==> config.mk <==
export PLATFORM = sky130hd
export DESIGN_NAME = cpu_mem_loader_flat
export DESIGN_NICKNAME = d
export VERILOG_FILES = /design/src/rtl/cpu_mem_loader_pkg.sv /design/src/rtl/cpu_mem_loader_if.sv /design/src/rtl/cpu_mem_loader_idx_counter.sv /design/src/rtl/cpu_mem_loader.sv /design/src/flat_wrapper.sv
export SDC_FILE = /design/constraint.sdc
export NUM_CORES = 1
export LEC_CHECK = 0
export CELL_PAD_IN_SITES_DETAIL_PLACEMENT = 1
export CELL_PAD_IN_SITES_GLOBAL_PLACEMENT = 1
export CORE_ASPECT_RATIO = 0.7
export CORE_MARGIN = 5
export CORE_UTILIZATION = 25
export DETAILED_ROUTE_END_ITERATION = 8
export PLACE_DENSITY = 0.84
export SETUP_SLACK_MARGIN = 0.2
export SLEW_MARGIN = 20
export SYNTH_ARGS = -nofsm -noshare
export SYNTH_HDL_FRONTEND = slang
export SYNTH_HIERARCHICAL = 1
export SYNTH_SLANG_ARGS = --single-unit
==> constraint.sdc <==
create_clock -name clk -period 4.25 [get_ports clk]
set_input_delay 0.85 -clock clk [delete_from_list [all_inputs] [get_ports clk]]
set_output_delay 0.85 -clock clk [all_outputs]
set_load 0.1 [all_outputs]
==> src/rtl/cpu_mem_loader_pkg.sv <==
// cpu_mem_loader_pkg: shared state encoding, depths, widths and phase-skip helpers for the memory loader
package cpu_mem_loader_pkg;

    localparam int IMEM_DEPTH = 512;
    localparam int DMEM_DEPTH = 1024;
    localparam int RUN_W      = 32;
    localparam int IMEM_CNT_W = 10;
    localparam int IDX_W      = 11;
    localparam int IMEM_SHIFT = 2;
    localparam int DMEM_SHIFT = 3;

    typedef enum logic [2:0] {
        IDLE     = 3'd0,
        LOAD_I   = 3'd1,
        LOAD_D   = 3'd2,
        RUN      = 3'd3,
        DUMP_RD  = 3'd4,
        DUMP_CAP = 3'd5,
        DUMP_OUT = 3'd6,
        FIN      = 3'd7
    } state_t;

    // One flag per phase: set when that phase has work to do
    typedef struct packed {
        logic dump;
        logic run;
        logic dmem;
        logic imem;
    } nz_t;

    function automatic logic [IDX_W-1:0] sat_cnt(input logic [IDX_W-1:0] n, input logic [IDX_W-1:0] lim);
        return (n > lim) ? lim : n;
    endfunction

    // First phase at or after 'from' that has a non-zero count; empty phases take no cycles
    function automatic state_t first_phase(input state_t from, input nz_t nz);
        return (from <= LOAD_I  && nz.imem) ? LOAD_I  :
               (from <= LOAD_D  && nz.dmem) ? LOAD_D  :
               (from <= RUN     && nz.run ) ? RUN     :
               (from <= DUMP_RD && nz.dump) ? DUMP_RD : FIN;
    endfunction

endpackage

==> src/rtl/cpu_mem_loader_if.sv <==
// cpu_mem_loader_if: host stream, dump stream, control and cpu external memory port bundle
interface cpu_mem_loader_if;

    logic                                start;
    logic [9:0]                          n_imem;
    logic [10:0]                         n_dmem;
    logic [cpu_mem_loader_pkg::RUN_W-1:0] run_cycles;
    logic [10:0]                         n_dump;
    logic                                s_valid;
    logic                                s_ready;
    logic [63:0]                         s_data;
    logic                                m_valid;
    logic                                m_ready;
    logic [63:0]                         m_data;
    logic                                cpu_enable;
    logic [63:0]                         addr_ext;
    logic                                wen_ext;
    logic                                ren_ext;
    logic [31:0]                         wdata_ext;
    logic [63:0]                         addr_ext_2;
    logic                                wen_ext_2;
    logic                                ren_ext_2;
    logic [63:0]                         wdata_ext_2;
    logic [63:0]                         rdata_ext_2;
    logic                                busy;
    logic                                done;

    modport master (
        input  start, n_imem, n_dmem, run_cycles, n_dump, s_valid, s_data, m_ready, rdata_ext_2,
        output s_ready, m_valid, m_data, cpu_enable, addr_ext, wen_ext, ren_ext, wdata_ext,
               addr_ext_2, wen_ext_2, ren_ext_2, wdata_ext_2, busy, done
    );

    modport slave (
        output start, n_imem, n_dmem, run_cycles, n_dump, s_valid, s_data, m_ready, rdata_ext_2,
        input  s_ready, m_valid, m_data, cpu_enable, addr_ext, wen_ext, ren_ext, wdata_ext,
               addr_ext_2, wen_ext_2, ren_ext_2, wdata_ext_2, busy, done
    );

endinterface

==> src/rtl/cpu_mem_loader_idx_counter.sv <==
// cpu_mem_loader_idx_counter: word index for load and dump phases with a last-word flag against the phase target
module cpu_mem_loader_idx_counter
    import cpu_mem_loader_pkg::*;
(
    input  logic             clk,
    input  logic             arst,
    input  logic             clr,
    input  logic             inc,
    input  logic [IDX_W-1:0] target,
    output logic [IDX_W-1:0] idx,
    output logic             last
);

    logic [IDX_W-1:0] idx_q, idx_d;

    // Clear wins over increment so the final word of a phase restarts the index at 0
    always_comb begin
        idx_d = clr ? '0 : inc ? idx_q + IDX_W'(1) : idx_q;
    end

    // Index register
    always_ff @(posedge clk or posedge arst) begin
        if (arst) idx_q <= '0;
        else      idx_q <= idx_d;
    end

    assign idx  = idx_q;
    assign last = (idx_q + IDX_W'(1)) >= target;

endmodule

==> src/rtl/cpu_mem_loader.sv <==
// cpu_mem_loader: loads IMEM/DMEM from a host stream, runs the cpu, then streams DMEM back to the host
module cpu_mem_loader
    import cpu_mem_loader_pkg::*;
(
    input logic              clk,
    input logic              arst,
    cpu_mem_loader_if.master bus
);

    state_t                state_q, state_d;
    logic [IMEM_CNT_W-1:0] n_imem_q, n_imem_d;
    logic [IDX_W-1:0]      n_dmem_q, n_dmem_d;
    logic [IDX_W-1:0]      n_dump_q, n_dump_d;
    logic [RUN_W-1:0]      run_q, run_d;
    logic [63:0]           m_data_q, m_data_d;
    logic                  done_q, done_d;
    logic [IDX_W-1:0]      idx, target;
    logic                  last, idx_clr, idx_inc, hs;
    nz_t                   nz_q, nz_in;

    assign nz_q   = {n_dump_q != '0, run_q != '0, n_dmem_q != '0, n_imem_q != '0};
    assign nz_in  = {bus.n_dump != '0, bus.run_cycles != '0, bus.n_dmem != '0, bus.n_imem != '0};
    assign hs     = bus.s_valid && bus.s_ready;
    assign target = (state_q == LOAD_I) ? IDX_W'(n_imem_q) : (state_q == LOAD_D) ? n_dmem_q : n_dump_q;

    cpu_mem_loader_idx_counter u_idx (
        .clk    (clk),
        .arst   (arst),
        .clr    (idx_clr),
        .inc    (idx_inc),
        .target (target),
        .idx    (idx),
        .last   (last)
    );

    // Sequencer: next state, latched counts, run countdown, dump capture and done flag
    always_comb begin
        state_d  = state_q;
        n_imem_d = n_imem_q;
        n_dmem_d = n_dmem_q;
        n_dump_d = n_dump_q;
        run_d    = run_q;
        m_data_d = m_data_q;
        done_d   = done_q;
        idx_clr  = 1'b0;
        idx_inc  = 1'b0;
        case (state_q)
            IDLE: begin
                if (bus.start) begin
                    n_imem_d = IMEM_CNT_W'(sat_cnt(IDX_W'(bus.n_imem), IDX_W'(IMEM_DEPTH)));
                    n_dmem_d = sat_cnt(bus.n_dmem, IDX_W'(DMEM_DEPTH));
                    n_dump_d = sat_cnt(bus.n_dump, IDX_W'(DMEM_DEPTH));
                    run_d    = bus.run_cycles;
                    done_d   = 1'b0;
                    idx_clr  = 1'b1;
                    state_d  = first_phase(LOAD_I, nz_in);
                end
            end
            LOAD_I, LOAD_D: begin
                idx_inc = hs;
                if (hs && last) begin
                    idx_clr = 1'b1;
                    state_d = first_phase((state_q == LOAD_I) ? LOAD_D : RUN, nz_q);
                end
            end
            RUN: begin
                run_d   = run_q - RUN_W'(1);
                state_d = (run_q == RUN_W'(1)) ? first_phase(DUMP_RD, nz_q) : RUN;
            end
            DUMP_RD:  state_d = DUMP_CAP;
            DUMP_CAP: begin
                m_data_d = bus.rdata_ext_2;
                state_d  = DUMP_OUT;
            end
            DUMP_OUT: begin
                idx_inc = bus.m_ready;
                idx_clr = bus.m_ready && last;
                state_d = !bus.m_ready ? DUMP_OUT : last ? FIN : DUMP_RD;
            end
            FIN: begin
                done_d  = 1'b1;
                state_d = IDLE;
            end
            default: state_d = IDLE;
        endcase
    end

    // State and output registers; reset aborts any operation in flight
    always_ff @(posedge clk or posedge arst) begin
        if (arst) begin
            state_q  <= IDLE;
            n_imem_q <= '0;
            n_dmem_q <= '0;
            n_dump_q <= '0;
            run_q    <= '0;
            m_data_q <= '0;
            done_q   <= 1'b0;
        end else begin
            state_q  <= state_d;
            n_imem_q <= n_imem_d;
            n_dmem_q <= n_dmem_d;
            n_dump_q <= n_dump_d;
            run_q    <= run_d;
            m_data_q <= m_data_d;
            done_q   <= done_d;
        end
    end

    // Write strobes follow the handshake in the same cycle; everything else decodes the state register
    assign bus.s_ready     = (state_q == LOAD_I) || (state_q == LOAD_D);
    assign bus.wen_ext     = (state_q == LOAD_I) && bus.s_valid;
    assign bus.addr_ext    = (state_q == LOAD_I) ? 64'(idx) << IMEM_SHIFT : '0;
    assign bus.wdata_ext   = (state_q == LOAD_I) ? bus.s_data[31:0] : '0;
    assign bus.ren_ext     = 1'b0;
    assign bus.wen_ext_2   = (state_q == LOAD_D) && bus.s_valid;
    assign bus.ren_ext_2   = (state_q == DUMP_RD);
    assign bus.addr_ext_2  = (state_q == LOAD_D || state_q == DUMP_RD) ? 64'(idx) << DMEM_SHIFT : '0;
    assign bus.wdata_ext_2 = (state_q == LOAD_D) ? bus.s_data : '0;
    assign bus.cpu_enable  = (state_q == RUN);
    assign bus.m_valid     = (state_q == DUMP_OUT);
    assign bus.m_data      = m_data_q;
    assign bus.busy        = (state_q != IDLE);
    assign bus.done        = done_q;

endmodule
==> src/flat_wrapper.sv <==
// flat-port wrapper written by rule: the top's interface ports become plain ports
module cpu_mem_loader_flat import cpu_mem_loader_pkg::*;
  (clk, arst, bus_start, bus_n_imem, bus_n_dmem, bus_run_cycles, bus_n_dump, bus_s_valid, bus_s_data, bus_m_ready, bus_rdata_ext_2, bus_s_ready, bus_m_valid, bus_m_data, bus_cpu_enable, bus_addr_ext, bus_wen_ext, bus_ren_ext, bus_wdata_ext, bus_addr_ext_2, bus_wen_ext_2, bus_ren_ext_2, bus_wdata_ext_2, bus_busy, bus_done);
  cpu_mem_loader_if bus_i ();
  input logic clk;
  input logic arst;
  input wire logic [$bits(bus_i.start)-1:0] bus_start;
  input wire logic [$bits(bus_i.n_imem)-1:0] bus_n_imem;
  input wire logic [$bits(bus_i.n_dmem)-1:0] bus_n_dmem;
  input wire logic [$bits(bus_i.run_cycles)-1:0] bus_run_cycles;
  input wire logic [$bits(bus_i.n_dump)-1:0] bus_n_dump;
  input wire logic [$bits(bus_i.s_valid)-1:0] bus_s_valid;
  input wire logic [$bits(bus_i.s_data)-1:0] bus_s_data;
  input wire logic [$bits(bus_i.m_ready)-1:0] bus_m_ready;
  input wire logic [$bits(bus_i.rdata_ext_2)-1:0] bus_rdata_ext_2;
  output wire logic [$bits(bus_i.s_ready)-1:0] bus_s_ready;
  output wire logic [$bits(bus_i.m_valid)-1:0] bus_m_valid;
  output wire logic [$bits(bus_i.m_data)-1:0] bus_m_data;
  output wire logic [$bits(bus_i.cpu_enable)-1:0] bus_cpu_enable;
  output wire logic [$bits(bus_i.addr_ext)-1:0] bus_addr_ext;
  output wire logic [$bits(bus_i.wen_ext)-1:0] bus_wen_ext;
  output wire logic [$bits(bus_i.ren_ext)-1:0] bus_ren_ext;
  output wire logic [$bits(bus_i.wdata_ext)-1:0] bus_wdata_ext;
  output wire logic [$bits(bus_i.addr_ext_2)-1:0] bus_addr_ext_2;
  output wire logic [$bits(bus_i.wen_ext_2)-1:0] bus_wen_ext_2;
  output wire logic [$bits(bus_i.ren_ext_2)-1:0] bus_ren_ext_2;
  output wire logic [$bits(bus_i.wdata_ext_2)-1:0] bus_wdata_ext_2;
  output wire logic [$bits(bus_i.busy)-1:0] bus_busy;
  output wire logic [$bits(bus_i.done)-1:0] bus_done;
  assign bus_i.start = bus_start;
  assign bus_i.n_imem = bus_n_imem;
  assign bus_i.n_dmem = bus_n_dmem;
  assign bus_i.run_cycles = bus_run_cycles;
  assign bus_i.n_dump = bus_n_dump;
  assign bus_i.s_valid = bus_s_valid;
  assign bus_i.s_data = bus_s_data;
  assign bus_i.m_ready = bus_m_ready;
  assign bus_i.rdata_ext_2 = bus_rdata_ext_2;
  assign bus_s_ready = bus_i.s_ready;
  assign bus_m_valid = bus_i.m_valid;
  assign bus_m_data = bus_i.m_data;
  assign bus_cpu_enable = bus_i.cpu_enable;
  assign bus_addr_ext = bus_i.addr_ext;
  assign bus_wen_ext = bus_i.wen_ext;
  assign bus_ren_ext = bus_i.ren_ext;
  assign bus_wdata_ext = bus_i.wdata_ext;
  assign bus_addr_ext_2 = bus_i.addr_ext_2;
  assign bus_wen_ext_2 = bus_i.wen_ext_2;
  assign bus_ren_ext_2 = bus_i.ren_ext_2;
  assign bus_wdata_ext_2 = bus_i.wdata_ext_2;
  assign bus_busy = bus_i.busy;
  assign bus_done = bus_i.done;
  cpu_mem_loader u_core (.clk(clk), .arst(arst), .bus(bus_i));
endmodule
Word level (Yosys, flattened, before mapping) --
Cells that the tools add are included.
Cells by class: add/subtract/negate cells 2, multiplexer cells 35, magnitude comparators 8, eq/ne operators 10, reduce and logical (&&, ||, !) cells 29
Operator list (count):
- 11-bit 2-to-1 mux | 6
- 32-bit 2-to-1 mux | 2
- 64-bit 2-to-1 mux | 1
- 32-bit one-hot mux with 2 select lines | 1
- 32-bit nonzero test | 2
- 11-bit nonzero test | 4
- 32-bit by 1-bit == test with 1-bit output, second input constant | 1
- 32-bit by 1-bit subtractor with 32-bit output, second input constant | 1
- 3-bit 2-to-1 mux | 10
- 11-bit greater-than comparator, second input constant | 2
- 3-bit one-hot mux with 7 select lines | 1
- 10-bit nonzero test | 2
- 14-bit 2-to-1 mux | 1
- 13-bit 2-to-1 mux | 1
- 3-bit == test, second input constant | 4
- 11-bit by 1-bit adder with 11-bit output, second input constant | 1
- 11-bit greater-or-equal comparator | 1
- 10-bit greater-than comparator, second input constant | 1
- 10-bit 2-to-1 mux | 1
- 1-bit logical AND | 9
- 2-bit 2-to-1 mux | 4
- 2-bit AND reduction | 4
- 3-bit by 2-bit == test with 1-bit output, second input constant | 2
- 3-bit by 2-bit <= comparator with 1-bit output, second input constant | 2
- 13 further kinds | 20
Storage, ports and cells: input port bits 197, bits in registers 143, logic and storage cells 92, output and inout bits 297

Logic depth before layout (Yosys ltp) --
word-level depth 10, depth in mapped cells 18, depth with buffers taken out 15

Cells and area by module --
The synthesis kept the hierarchy.
Modules (own cells, without submodules):
- cpu_mem_loader | area an instance 7885.1 sq um, times used 1, sequential area each 3303.2 sq um, cells an instance 846
- cpu_mem_loader_idx_counter | area an instance 970.9 sq um, times used 1, sequential area each 275.3 sq um, cells an instance 106

Worst setup path after synthesis --
Ideal clock, no wire load.
path kind reg2out, start register u_core.state_q[2], end output bus_addr_ext_2[10], slack -1.211 ns, data arrival time 4.611 ns, path buffers 2, required time 3.400 ns, stages on the path, launching flop included 7, cell sequence dfrtp_1 clkbuf_1 inv_1 nor3_1 nor2_1 clkbuf_1 nor2b_1
Between the ends: word-level cells in the longest chain between the ends 3, elaborated cells between the ends (all ways) 4, those cells by class eq/ne: 2; mux: 1; reduce/logical: 1
Ends and longest elaborated chain:
- start: declaration | RTL line cpu_mem_loader.sv:10 | state_t state_q, state_d;
- start signal: assignment | RTL line cpu_mem_loader.sv:99 | state_q <= state_d;
- 3-bit == test
- named net bus_ren_ext_2 | RTL line flat_wrapper.sv:26 | output wire logic [$bits(bus_i.ren_ext_2)-1:0] bus_ren_ext_2;
- 1-bit logical OR | RTL line cpu_mem_loader.sv:117 | assign bus.addr_ext_2 = (state_q == LOAD_D || state_q == DUMP_RD) ? 64'(idx) << DMEM_SHIFT : '0;
- 14-bit 2-to-1 mux | RTL line cpu_mem_loader.sv:117
- end: declaration | RTL line flat_wrapper.sv:24 | output wire logic [$bits(bus_i.addr_ext_2)-1:0] bus_addr_ext_2;
The timed path passes the listed nets, and every way through them passes these cells.

Worst setup path after layout --
start register u_core.state_q[2], end output bus_addr_ext_2[7]
Between the ends: word-level cells in the longest chain between the ends 3, elaborated cells between the ends (all ways) 4, those cells by class eq/ne: 2; mux: 1; reduce/logical: 1
Ends and longest elaborated chain (RTL line):
- 3-bit by 2-bit == test with 1-bit output / 3-bit == test (equally long branches) | cpu_mem_loader.sv:117
- 1-bit logical OR (*) | cpu_mem_loader.sv:117
- 14-bit 2-to-1 mux (*) | cpu_mem_loader.sv:117
Mark *: on every way between the ends. The rest lies on a longest branch, timed or not.

==> run summary <==
The flow ran to the end, and the final reports show no timing, DRC or antenna violations. The cell taking the most area after synthesis is sky130_fd_sc_hd__dfrtp_1. The max-cap check violation count came out at 0. Relative to the synthesized area, the layout overhead comes to 49.3%. The remaining design rule violation count is 0. The slew at the pin with the worst max-slew slack is approximately 1.1 ns.

The number of rows created at floorplan came out at 57. Walking the worst path, the cells encountered are nor2_4 -> buf_4 -> nor2_1 -> nor2b_1 -> buf_4. The total number of nets in the final design is 1540. The average via count per standard cell came out at 4.57.

The maximum clock skew at final layout is approximately 0.011 ns. In this run the horizontal extent of the chip is between 200 and 250 um. The final worst-path cycle share came out at 0.883. In the post-synthesis netlist, the cell with the most instances is sky130_fd_sc_hd__dfrtp_1. The floorplan core area is 34800 sq um. The filler cells instantiated in the layout total 4015. The final critical-path setup slack came out at approximately 0.50 ns. The warning count from the yosys run came out at 6. The pin count of the biggest net entering global routing came out at 78. Sorting the synthesized cells by area gives the leading types as sky130_fd_sc_hd__dfrtp_1 40%, sky130_fd_sc_hd__buf_4 9.1%, sky130_fd_sc_hd__mux2_2 8.1%. The number of distinct library cells after synthesis is 62. The HPWL after detailed placement is 30600 um.

The number of hold buffers added after cts is 0. The starting DRC count in detailed routing is 318. Of the synthesized area, sequential elements account for 0.404. The number of pins with negative max-slew slack in the final report is 0. For this design, the sink count on the clock tree is approximately 140. After synthesis the cells add up to around 8900 sq um. The routed length per instance is ~21 um. The sum of overflow across all layers after global routing is 0. In this run the static leakage power is 5.80 nW.

Setup repair after global routing left no endpoint under its margin. The average instance in the mapped netlist occupies 9.30 sq um. The number of top-level design ports is 494. The number of buffers created by CTS came out at 17. The wire length reported by the detailed router is 38300 um. The post-placement cell count came out at between 1500 and 2000. The register bit total from synthesis came out at approximately 140. STA classifies the critical path endpoint as an output pin. Among all flip-flop cells after synthesis, the most frequent one is sky130_fd_sc_hd__dfrtp_1. The CTS tree is done. Setup violations remaining at the end of the flow were counted as 0. The global placement routability congestion is 0.918. By startpoint and endpoint, the worst setup path is classified as reg -> out.

In this design, the critical path's most frequently occurring cell is sky130_fd_sc_hd__buf_4. The number of non-filler instances in the completed layout came out at 1816. The clock-pin slew reported for the worst setup and hold paths after clock tree synthesis came out at approximately 0.070 ns. The final critical-path required period came out at 3.75 ns. The power density normalized to cell area is 308 nW/um^2. The die height is 167 um. The number of antenna violations at the first check in global routing came out at 9. The async set-or-reset flop fraction in the synthesized netlist came out at 1.00. The number of global-route vias before repair is 8931.

The critical path required time is approximately 3.4 ns. STA classifies the critical path startpoint as a flip-flop. The worst max-slew margin expressed relative to the limit came out at 0.282.

Static timing analysis puts the maximum clock frequency at 0.267 GHz. The die footprint is 39300 sq um. The completed layout was analyzed and its total power is a little over 4 mW. The worst-case hold slack came out at ~0.49 ns. The cell with the largest stage delay on the worst path is sky130_fd_sc_hd__nor2_1.

The clock latency on the worst-skew pair came out at ~0.42 ns. The via count came out at about 8300. The total iterations of the first detailed-routing run is 6.

The largest fanout on the critical path came out at 67. The first global-routing pass estimated 56700 um of wire. The starting density of the core is 0.254.

The share of cells above drive strength 1 came out at 0.194. The share of synthesized area in the top cell type comes to 0.404. The final count of hold timing violations came to 0. Across every metal layer, demand over resource in global routing totals 0.185. In this run the clock root is driven by a sky130_fd_sc_hd__clkbuf_16. The stage delay of the slowest cell on the critical path came out at 0.82 ns. The H-tree generated during clock tree synthesis spans 4 levels. The maximum resistive drop on vdd is 0.317 mV. The synthesized instance count came out at around 950.

Sorting the synthesized cells by how often they occur yields 143 x sky130_fd_sc_hd__dfrtp_1, 110 x sky130_fd_sc_hd__and2_1, 107 x sky130_fd_sc_hd__buf_4. The number of buffer cells added on primary ports came out at between 300 and 400. The longest clock path from root to sink contains 2 buffers. The number of synthesized flops with an enable pin is 0.

The number of nets with antenna violations after routing is 0. The path class of the tightest hold or removal check is reg -> reg. For the worst setup path, the data arrival time is just under 3 ns. Prior to clock tree synthesis, the placed netlist has a worst setup slack of 0.386 ns.
area by class of cell:
| class | count | area [sq um] | share of cell area |
|---|---|---|---|
| multi-input combinational | 743 | 4660 | 0.352 |
| timing repair buffer | 403 | 3690 | 0.279 |
| sequential | 143 | 3580 | 0.271 |
| tap | 472 | 591 | 0.0447 |
| clock buffer | 18 | 429 | 0.0325 |
| clock inverter | 12 | 184 | 0.0139 |
| inverter | 21 | 82.6 | 0.00624 |
| antenna | 4 | 10.0 | 0.000757 |
critical path, delay by kind of cell, from the launching register on:
| family | cells | cell delay (ns) |
|---|---|---|
| buf+inv | 2 | 0.61 |
| flops | 1 | 0.75 |
| simple gates | 3 | 1.11 |
cells in the final DEF, fill, tap and decap left out, drive strengths merged, types with 25 or more instances in the layout:
cell type | synthesis | final
mux2 | 64 | 64
nor3 | 29 | 29
nand2 | 103 | 103
buf | 110 | 141
and2 | 111 | 111
nor4 | 28 | 28
clkdlybuf4s50 | 0 | 262
nor2 | 55 | 56
nand3b | 25 | 25
conb | 1 | 107
dfrtp | 143 | 143
what timing repair did:
| action | CTS | global route |
|---|---|---|
| gates resized for setup | 0 | 2 |
| setup endpoints to repair | 0 | 13 |
| setup buffers | 0 | 7 |
routing by layer:
metal  track usage  vias to the layer above  wire length [um]
met3        0.0692                       38              3440
met5             0                        -                50
li1              -                     3832                 -
met2         0.328                      334             19700
met1         0.207                     4080             14300
met4        0.0606                        8               807
power by group:
group          switching (mW)  internal, mW
combinational           0.767         0.248
clock                   0.651         0.987
sequential             0.0239          1.39
stage by stage:
stage,TNS [ns],util,area [sq um]
finish,0,0.380,13200
detailed placement,0,0.360,12500
global route,0,0.380,13200
global placement,0,0.360,12500
floorplan,-3.04,-,9260
CTS,0,0.378,13200
path summary, 6_finish.rpt:
path                              startpoint               endpoint  slack (ns)  depth (start not counted)
max                        u_core/state_q[2]      bus_addr_ext_2[7]        0.50                          5
min                         u_core/run_q[30]       u_core/run_q[30]        0.49                          1
max reg2reg                u_core/state_q[0]      u_core/state_q[0]        0.55                         15
min reg2reg                 u_core/run_q[30]       u_core/run_q[30]        0.49                          1
max in group asynchronous               arst  u_core/bus.m_data[60]        2.43                          3
min in group asynchronous               arst    u_core/u_idx/idx[1]        0.82                          2
sequential cells by signal (all words and copies together), names as in the netlist:
register,count
u_core/run_q,32
u_core/u_idx/idx,11
u_core/n_dmem_q,11
u_core/state_q,3
u_core/n_dump_q,11
u_core/bus.done,1
u_core/bus.m_data,64
u_core/n_imem_q,10
logic make-up (layout without fill, tap and decap cells):
group	Yosys count	count (layout)	share of synthesized area
multiplexers	77	77	0.0961
other	1	111	0.000423
flip-flops	143	143	0.404
buffers and inverters	173	454	0.119
XOR/XNOR	18	18	0.0178
AO/OA/AOI/OAI	101	101	0.0773
AND/OR/NAND/NOR	425	426	0.266
adder cells (fa/ha/maj)	14	14	0.0198
Note: power is estimated with default switching activity, not from simulation.
